[config.mk]
export PLATFORM = sky130hd
export DESIGN_NAME = sum_accum
export DESIGN_NICKNAME = d
export VERILOG_FILES = /design/src/rtl/sum_accum_pkg.sv /design/src/rtl/sat16.sv /design/src/rtl/sum_accum.sv
export SDC_FILE = /design/constraint.sdc
export NUM_CORES = 1
export LEC_CHECK = 0
export CORE_AREA = 2 2 82 84
export CTS_BUF_LIST = sky130_fd_sc_hd__clkbuf_8
export CTS_CLUSTER_SIZE = 20
export DETAILED_ROUTE_END_ITERATION = 6
export DIE_AREA = 0 0 84 86
export GPL_TIMING_DRIVEN = 0
export PLACE_DENSITY = 0.92
export SYNTH_ARGS = -nofsm -noshare
export SYNTH_HDL_FRONTEND = slang
export SYNTH_SLANG_ARGS = --single-unit
[constraint.sdc]
create_clock -name clk -period 4.05 [get_ports clk]
set_input_delay 0.6075 -clock clk [delete_from_list [all_inputs] [get_ports clk]]
set_output_delay 0.6075 -clock clk [all_outputs]
set_load 0.01 [all_outputs]
[src/rtl/sum_accum_pkg.sv]
// Shared Q7.8 configuration for the RBM datapath blocks: word width, saturation
// limits and the sum accumulator state encoding.
package sum_accum_pkg;

    localparam int unsigned Q_W = 16;

    localparam logic [Q_W-1:0] SAT_MAX = 16'h7FFF;
    localparam logic [Q_W-1:0] SAT_MIN = 16'h8000;

    typedef enum logic [1:0] {
        ST_IDLE  = 2'd0,
        ST_ACCUM = 2'd1,
        ST_DONE  = 2'd2
    } state_e;

    // Sign-extend a Q7.8 word into a wider accumulator.
    function automatic logic [63:0] sext_q(input logic [Q_W-1:0] x);
        return {{(64-Q_W){x[Q_W-1]}}, x};
    endfunction

endpackage

[src/rtl/sat16.sv]
// Clamp a wide signed accumulator value to a signed Q7.8 word.
module sat16
    import sum_accum_pkg::*;
#(
    parameter int unsigned ACC_W = 19
) (
    input  logic [ACC_W-1:0] value,
    output logic [Q_W-1:0]   sat_c
);

    localparam int unsigned HI_W = ACC_W - Q_W + 1;

    logic [HI_W-1:0] hi_c;

    assign hi_c = value[ACC_W-1:Q_W-1];

    // In range only when every bit above the Q7.8 sign bit copies that sign bit.
    always_comb begin
        sat_c = value[Q_W-1:0];
        if ((hi_c != {HI_W{1'b0}}) && (hi_c != {HI_W{1'b1}})) begin
            sat_c = value[ACC_W-1] ? SAT_MIN : SAT_MAX;
        end
    end

endmodule

[src/rtl/sum_accum.sv]
// Accumulates bias plus the weights of active visible units over N_IN beats and
// presents the saturated Q7.8 sum to the sigmoid stage.
module sum_accum
    import sum_accum_pkg::*;
#(
    parameter int unsigned N_IN  = 16,
    parameter int unsigned CNT_W = $clog2(N_IN)
) (
    input  logic           clk,
    input  logic           rst_n,
    input  logic           start,
    input  logic [Q_W-1:0] bias,
    input  logic           in_valid,
    output logic           in_ready,
    input  logic           v_bit,
    input  logic [Q_W-1:0] weight,
    output logic           out_valid,
    input  logic           out_ready,
    output logic [Q_W-1:0] sum,
    output logic           busy
);

    localparam int unsigned ACC_W = Q_W + CNT_W + 1;
    localparam logic [CNT_W-1:0] LAST_CNT = CNT_W'(N_IN - 1);

    state_e           state;
    logic [ACC_W-1:0] acc;
    logic [CNT_W-1:0] cnt;

    logic [ACC_W-1:0] term_c;
    logic [ACC_W-1:0] acc_next_c;
    logic [ACC_W-1:0] bias_ext_c;
    logic [Q_W-1:0]   sat_c;
    logic             xfer_c;
    logic             last_c;

    assign xfer_c     = in_valid && in_ready;
    assign last_c     = (cnt == LAST_CNT);
    assign term_c     = v_bit ? ACC_W'(sext_q(weight)) : '0;
    assign bias_ext_c = ACC_W'(sext_q(bias));
    assign acc_next_c = acc + term_c;

    // Saturate the value that includes the beat being taken, so the last edge can register sum.
    sat16 #(
        .ACC_W (ACC_W)
    ) u_sat (
        .value (acc_next_c),
        .sat_c (sat_c)
    );

    always_ff @(posedge clk or negedge rst_n) begin
        if (!rst_n) begin
            state     <= ST_IDLE;
            acc       <= '0;
            cnt       <= '0;
            sum       <= '0;
            in_ready  <= 1'b0;
            out_valid <= 1'b0;
            busy      <= 1'b0;
        end else begin
            case (state)
                ST_IDLE: begin
                    if (start) begin
                        acc      <= bias_ext_c;
                        cnt      <= '0;
                        state    <= ST_ACCUM;
                        in_ready <= 1'b1;
                        busy     <= 1'b1;
                    end
                end
                ST_ACCUM: begin
                    if (xfer_c) begin
                        acc <= acc_next_c;
                        cnt <= cnt + 1'b1;
                        if (last_c) begin
                            state     <= ST_DONE;
                            sum       <= sat_c;
                            in_ready  <= 1'b0;
                            out_valid <= 1'b1;
                        end
                    end
                end
                ST_DONE: begin
                    if (out_ready) begin
                        state     <= ST_IDLE;
                        out_valid <= 1'b0;
                        busy      <= 1'b0;
                    end
                end
                default: begin
                    state     <= ST_IDLE;
                    in_ready  <= 1'b0;
                    out_valid <= 1'b0;
                    busy      <= 1'b0;
                end
            endcase
        end
    end

endmodule

==> results.md, run 1 <==
* Ratio of cells with drive above 1 in the final layout at 9.33%
* Worst-Skew Late Latency at 310 ps
* Status: completed
* CP max FO at 10
* Cell Int Power at 1.40 mW
* EDFF count, synth at 0
* Place WS at -695 ps
* Clock share of power at 13.2%
* Hold Path Class: input pin to asynchronous set/reset pin
* Final non-filler cell total at 538
* Num ports at 57
* PortBufs at 56
* Commonest cells after routing, fill and taps aside: 54 x clkdlybuf4s50_1, 46 x dfrtp_1, 43 x a21oi_1
* Remaining global-route overflow at 0
* Layout Skew at 11.0 ps
* TritonCTS Sinks at 46
* Final Slew Violations at 0
* Die W at 84 um
* Post-Route WL at 9.66 mm
* H-tree Lvls at 2
* Final ANT Viol Nets at 0
* Hold slack at 219 ps
* Comb pwr share at 61.3%
* Die H at 86 um
* Psw at 1.24 mW
* Final Hold Viols at 0
* Yosys reg bits at 46
* Drt first pass iters at 5
* P per Cell Area at 620 nW/um^2
* First-pass GRT wire length at 15.6 mm
* Post-layout util at 68.0%
* Pin count of the biggest net entering global routing at 29
* Worst-margin pin slew at 681 ps
* Hold buffers post-CTS at 0
* Commonest non-fill, non-tap cell in the layout: clkdlybuf4s50_1
* CP peak stage delay at 540 ps
* Crit-path cells: dlygate4sd2_1 > clkbuf_4 > and2_1 > ha_1 > and3_1 > a2111o_1 > a22oi_4 > mux2_4 > nor3_4 > nor4_4 > a32oi_4 > buf_6 > o22a_1
* Slowest stage cell, crit path: a2111o_1
* Critical Path Sink Type: flip-flop
* Cell area after synthesis at 3460 sq um
* Asr flop ratio synth at 100%
* Yosys cell types at 60
* Worst vdd ir at 0.000323 V
* Mapped Cells at 396
* Reg2reg end: sum[7]$_DFFE_PN0P_
* CTS tree: built
* Crit path arrival time at 4170 ps
* Post-synth top area cell: dfrtp_1
* Crit path kind: input pin to flip-flop
* Inst Count DP at 530
* RR Startpoint: acc[2]$_DFFE_PN0P_
* Layout area overhead at 23.3%
* Post-CTS setup buffers at 0
* CTS clock-pin slew for the worst setup and hold paths at 90 ps
* RSZ-0062 raised after global routing: no
* Clock Tree Root: clkbuf_8
* R2R Setup Slk at 790 ps
* Max-Cap Viols at 0
* Register area share after synthesis at 33.3%
* Synth top area share at 33.3%
* CP startpoint kind: input pin
* Final Setup Violations at 0
* Floorplan row count at 29
* Starting Density at 55.1%
* Core area at 6280 sq um
* N_diodes at 0
* Wire per inst at 18.0 um
* LEAKAGE at 1.86 nW
* Design Power at 2.65 mW
* Initial DRC Count at 166
* Sw Ratio at 47.0%
* Post-synth top flop: dfrtp_1
* Initial antenna violation count at 0
* R2R depth at 10
* WP buf/inv at 3
* GP Congestion at 0.914
* Via count at 3,380
* CP top delay family: compound AO/OA/AOI/OAI gates
* Post-DP HPWL at 7.52 mm
* Via density at 6.28
* DP Area at 4130 sq um
* Synth top area cells: dfrtp_1 33%, ha_1 7.6%, a21oi_1 6.4%
* Post-Syn Nets at 456
* Post-Syn Area per Cell at 8.74 sq um
* Vias in the first global route at 3,266
* Setup slack after layout at 124 ps
* Tmin final at 3930 ps
* Fmax at 0.255 GHz
* Design Area, Final at 4270 sq um
* Synth Warn # at 0
* CP required at 4300 ps
* Total negative slack at 0 ps
* Fin crit share at 96.9%
* Total GRT Usage at 27.0%
* Final net count at 520
* # DRC at 0
* Die Area at 7220 sq um
* Reg power frac at 25.5%
* CTS buffer count at 5
* Clock tree buffer depth at 2
* Relative slew slack at 54.5%
==> worst register-to-register path: cells and delay by family (launching register included) <==
| family | cells | cell delay, ps |
|---|---|---|
| flip-flops | 1 | 410 |
| multiplexers | 1 | 340 |
| AND/OR/NAND/NOR | 3 | 540 |
| AO/OA/AOI/OAI | 4 | 1330 |
| buffers and inverters | 1 | 190 |
| adder cells (fa/ha/maj) | 1 | 380 |
==> power groups by stage <==
stage               combinational [mW]  sequential [mW]  clock (mW)
floorplan                         1.18            0.658           0
global placement                  1.49            0.674           0
detailed placement                1.55            0.681           0
CTS                               1.59            0.672       0.351
global route                      1.76            0.690       0.368
finish                            1.62            0.675       0.349
==> layout make-up <==
cell class | instances | area (sq um)
fillers | 499 | 2010
multi-input cells | 322 | 2200
well taps | 77 | 96.3
flip-flops and latches | 46 | 1150
inverters | 12 | 45.0
plain buffers | 16 | 92.6
clock inverters | 3 | 41.3
clock buffers | 5 | 68.8
repair buffers | 57 | 574
==> worst max-delay path by stage <==
stage / from / end / cells after the start / slack (ps)
final: v_bit / sum[7]$_DFFE_PN0P_ / 13 / 120
after floorplan: v_bit / sum[10]$_DFFE_PN0P_ / 12 / 590
after CTS: v_bit / sum[7]$_DFFE_PN0P_ / 13 / 190
after global placement: v_bit / sum[9]$_DFFE_PN0P_ / 15 / -610
after detailed placement: v_bit / sum[7]$_DFFE_PN0P_ / 13 / -700
after global routing: weight[15] / sum[7]$_DFFE_PN0P_ / 13 / 10
==> per-layer routing <==
| metal | GRT usage [%] | share of wire [%] | routed length, um | up-vias |
|---|---|---|---|---|
| met3 | 3.75 | 6.4 | 614 | 18 |
| met1 | 35.4 | 42 | 4090 | 1637 |
| met4 | 9.97 | 2.1 | 200 | 0 |
| li1 | - | - | - | 1576 |
| met5 | 0 | 0 | 0 | - |
| met2 | 45.8 | 49 | 4760 | 149 |
==> cell families after synthesis <==
logic type                 synth area share [%]
buffers and inverters                      3.87
muxes                                     0.759
xor gates and xnor gates                   4.70
adders and majority gates                  8.17
AOI/OAI and AO/OA                          30.7
and+or+nand+nor                            18.6
DFF                                        33.3
==> flip-flops by register name, indices dropped and copies added, names as in the netlist <==
signal	flops
state	2
sum	16
busy	1
cnt	4
out_valid	1
in_ready	1
acc	21
==> Yosys cell counts (3+ instances only) <==
master    number
xnor2_1        9
nor2_1        35
a21oi_1       44
dfrtp_1       46
o22a_1        15
and3_1         6
nand3_1        5
o211ai_1       7
nor2b_1        3
nor3_1         4
nand2_1       39
o21a_1         8
nand2b_1       6
buf_6          3
inv_1         12
o21ai_0       23
a21oi_2       13
or3_1          3
and2_1        20
a21o_1         3
clkbuf_1      10
a211oi_1       5
ha_1          21
xor2_1         7
o21ai_1        6
==> what timing repair did <==
action                                  CTS  global route
endpoints found under the setup margin   16             0
resized for setup                         7             0
hold endpoints to repair                  0             0
(Power assumes the default switching activity.)
==> run 2: changes to the inputs <==
CORE_AREA = 2 2 96 98   (was 2 2 82 84)
DIE_AREA = 0 0 98 100   (was 0 0 84 86)
DONT_BUFFER_PORTS = 1   (was default)
MAX_ROUTING_LAYER = met4   (was default)
PLACE_DENSITY = 0.64   (was 0.92)
==> results.md, run 2 (same netlist as run 1, synthesis figures left out) <==
* Status: completed
* Resize count post-CTS at 0 (-7)
* Fin crit share at 93.9% (-3.1 points)
* Max reg flops at 21 (unchanged)
* P per Cell Area at 675 nW/um^2 (+8.9%)
* CTS clock-pin slew for the worst setup and hold paths at 90 ps (about the same)
* N_diodes at 0 (unchanged)
* Final ANT Viol Nets at 0 (unchanged)
* Crit path kind: input pin to flip-flop
* Total GRT Usage at 19.8% (-7.2 points)
* LEAKAGE at 1.65 nW (-11%)
* Top reg by flops: acc
* Met2 Track Usage GR at 31.3% (-14 points)
* Worst vdd ir at 0.000247 V (-24%)
* Via density at 5.86 (-6.7%)
* Die W at 98 um (+17%)
* First-pass GRT wire length at 15.2 mm (-2.6%)
* Num ports at 57 (unchanged)
* CP max FO at 10 (unchanged)
* GP Congestion at 0.962 (+5.3%)
* TritonCTS Sinks at 46 (unchanged)
* Largest regs: acc: 21 flops, sum: 16 flops, cnt: 4 flops
* CP required at 4290 ps (about the same)
* Commonest cells after routing, fill and taps aside: 46 x dfrtp_1, 44 x a21oi_1, 39 x nand2_1
* Met1 usage at 26.4% (-8.9 points)
* Fmax at 0.263 GHz (+3.3%)
* Post-layout util at 42.0% (-26 points)
* Hold Path Class: input pin to asynchronous set/reset pin
* RSZ-0062 raised after global routing: no
* Worst-margin pin slew at 661 ps (-19.4 ps)
* DP Area at 3600 sq um (-13%)
* Hold buffers post-CTS at 1 (+1)
* Initial antenna violation count at 0 (unchanged)
* Max-Cap Viols at 0 (unchanged)
* Drt first pass iters at 4 (-1)
* Place WS at -75.6 ps (+620 ps)
* # fillers at 899 (+80%)
* Final Hold Viols at 0 (unchanged)
* Setup slack after layout at 247 ps (+124 ps)
* Final net count at 464 (-11%)
* H-tree Lvls at 2 (unchanged)
* Floorplan row count at 35 (+21%)
* Remaining global-route overflow at 0 (unchanged)
* Design Area, Final at 3740 sq um (-12%)
* Die Area at 9800 sq um (+36%)
* Relative slew slack at 55.8% (+1.3 points)
* Pin count of the biggest net entering global routing at 47 (+62%)
* Post-Route WL at 9.36 mm (-3.1%)
* PortBufs at 0 (-100%)
* Via count at 3,025 (-11%)
* Total negative slack at 0 ps (unchanged)
* Wire per inst at 18.1 um (+1.1%)
* Die H at 100 um (+16%)
* Post-CTS setup buffers at 0 (unchanged)
* Tmin final at 3800 ps (-124 ps)
* CTS buffer count at 5 (unchanged)
* Clock tree buffer depth at 2 (unchanged)
* Clock Tree Root: clkbuf_8
* Starting Density at 38.9% (-16 points)
* Layout Skew at 5.60 ps (-5.42 ps)
* Commonest non-fill, non-tap cell in the layout: dfrtp_1
* Worst-Skew Late Latency at 300 ps (about the same)
* Critical Path Sink Type: flip-flop
* Post-DP HPWL at 7.23 mm (-3.9%)
* GRT busiest layer: met2
* Crit path arrival time at 4040 ps (-130 ps)
* Met3 usage at 2.37% (-1.4 points)
* CP startpoint kind: input pin
* CTS tree: built
* Final Setup Violations at 0 (unchanged)
* Initial DRC Count at 130 (-22%)
* # DRC at 0 (unchanged)
* Core area at 8890 sq um (+42%)
* Final Slew Violations at 0 (unchanged)
* Layout area overhead at 7.99%
* Ratio of cells with drive above 1 in the final layout at 9.63% (+0.30 points)
* Vias in the first global route at 2,959 (-9.4%)
-- run 2: layer usage --
metal / vias to the layer above / routed length, um
met5: - / 0
met1: 1460 / 4250
met2: 75 / 4450
met3: 14 / 430
met4: 0 / 226
li1: 1476 / -
-- run 2: cell type report --
| class | instances | area (sq um) | area share [%] |
|---|---|---|---|
| Multi-Input combinational cell | 322 | 2170 | 58.2 |
| Inverter | 12 | 45.0 | 1.21 |
| Tap cell | 111 | 139 | 3.72 |
| Sequential cell | 46 | 1150 | 30.8 |
| Clock inverter | 3 | 41.3 | 1.11 |
| Clock buffer | 5 | 68.8 | 1.84 |
| Timing Repair Buffer | 1 | 27.5 | 0.737 |
| Buffer | 16 | 88.8 | 2.38 |
-- run 2: through the flow --
stage          hold slack (ps)  instances  total power, mW
2_1_floorplan              312        396             1.84
3_3_place_gp               313        507             2.13
3_5_place_dp               312        507             2.15
4_1_cts                    147        516             2.52
5_1_grt                    146        516             2.73
6_report                   141        516             2.52
-- run 2: final timing paths --
| check | startpoint | endpoint | slack, ps | cells past startpoint |
|---|---|---|---|---|
| min reg2reg | acc[11]$_DFFE_PN0P_ | acc[11]$_DFFE_PN0P_ | 490 | 2 |
| max reg2reg | acc[4]$_DFFE_PN0P_ | sum[8]$_DFFE_PN0P_ | 670 | 10 |
| min in group clk | out_ready | state[1]$_DFFE_PN0P_ | 400 | 1 |
| max | v_bit | sum[8]$_DFFE_PN0P_ | 250 | 12 |
| min | rst_n | acc[7]$_DFFE_PN0P_ | 140 | 1 |
| max in group asynchronous | rst_n | acc[19]$_DFFE_PN0P_ | 3690 | 1 |
-- run 2: where the power goes --
group	switching, mW	internal (mW)
clock	0.160	0.182
combinational	0.924	0.578
sequential	0.0959	0.583
-- run 2: critical path: stages --
cell and delay [ps]:
clkbuf_1 360, and2_1 220, ha_1 280, and3_1 220
a2111o_1 520, a22oi_4 280, mux2_4 330, nor3_2 390
nor4_4 90, a32oi_2 400, buf_6 200, o22a_1 150
==> run 3: changes to the inputs <==
--- a/config.mk
+++ b/config.mk
@@ -9,3 +9,3 @@
 export CTS_BUF_LIST = sky130_fd_sc_hd__clkbuf_8
-export CTS_CLUSTER_SIZE = 20
+export CTS_CLUSTER_SIZE = 16
 export DETAILED_ROUTE_END_ITERATION = 6
--- a/constraint.sdc
+++ b/constraint.sdc
@@ -3,2 +3,2 @@
 set_output_delay 0.6075 -clock clk [all_outputs]
-set_load 0.01 [all_outputs]
+set_load 0.02 [all_outputs]
==> results of run 3 <==
The final DEF is identical to that of run 2. Status: completed.
Main changes from that run: total power 2.52 mW -> 2.53 mW; worst IR drop on VDD 0.000247 V -> 0.000248 V
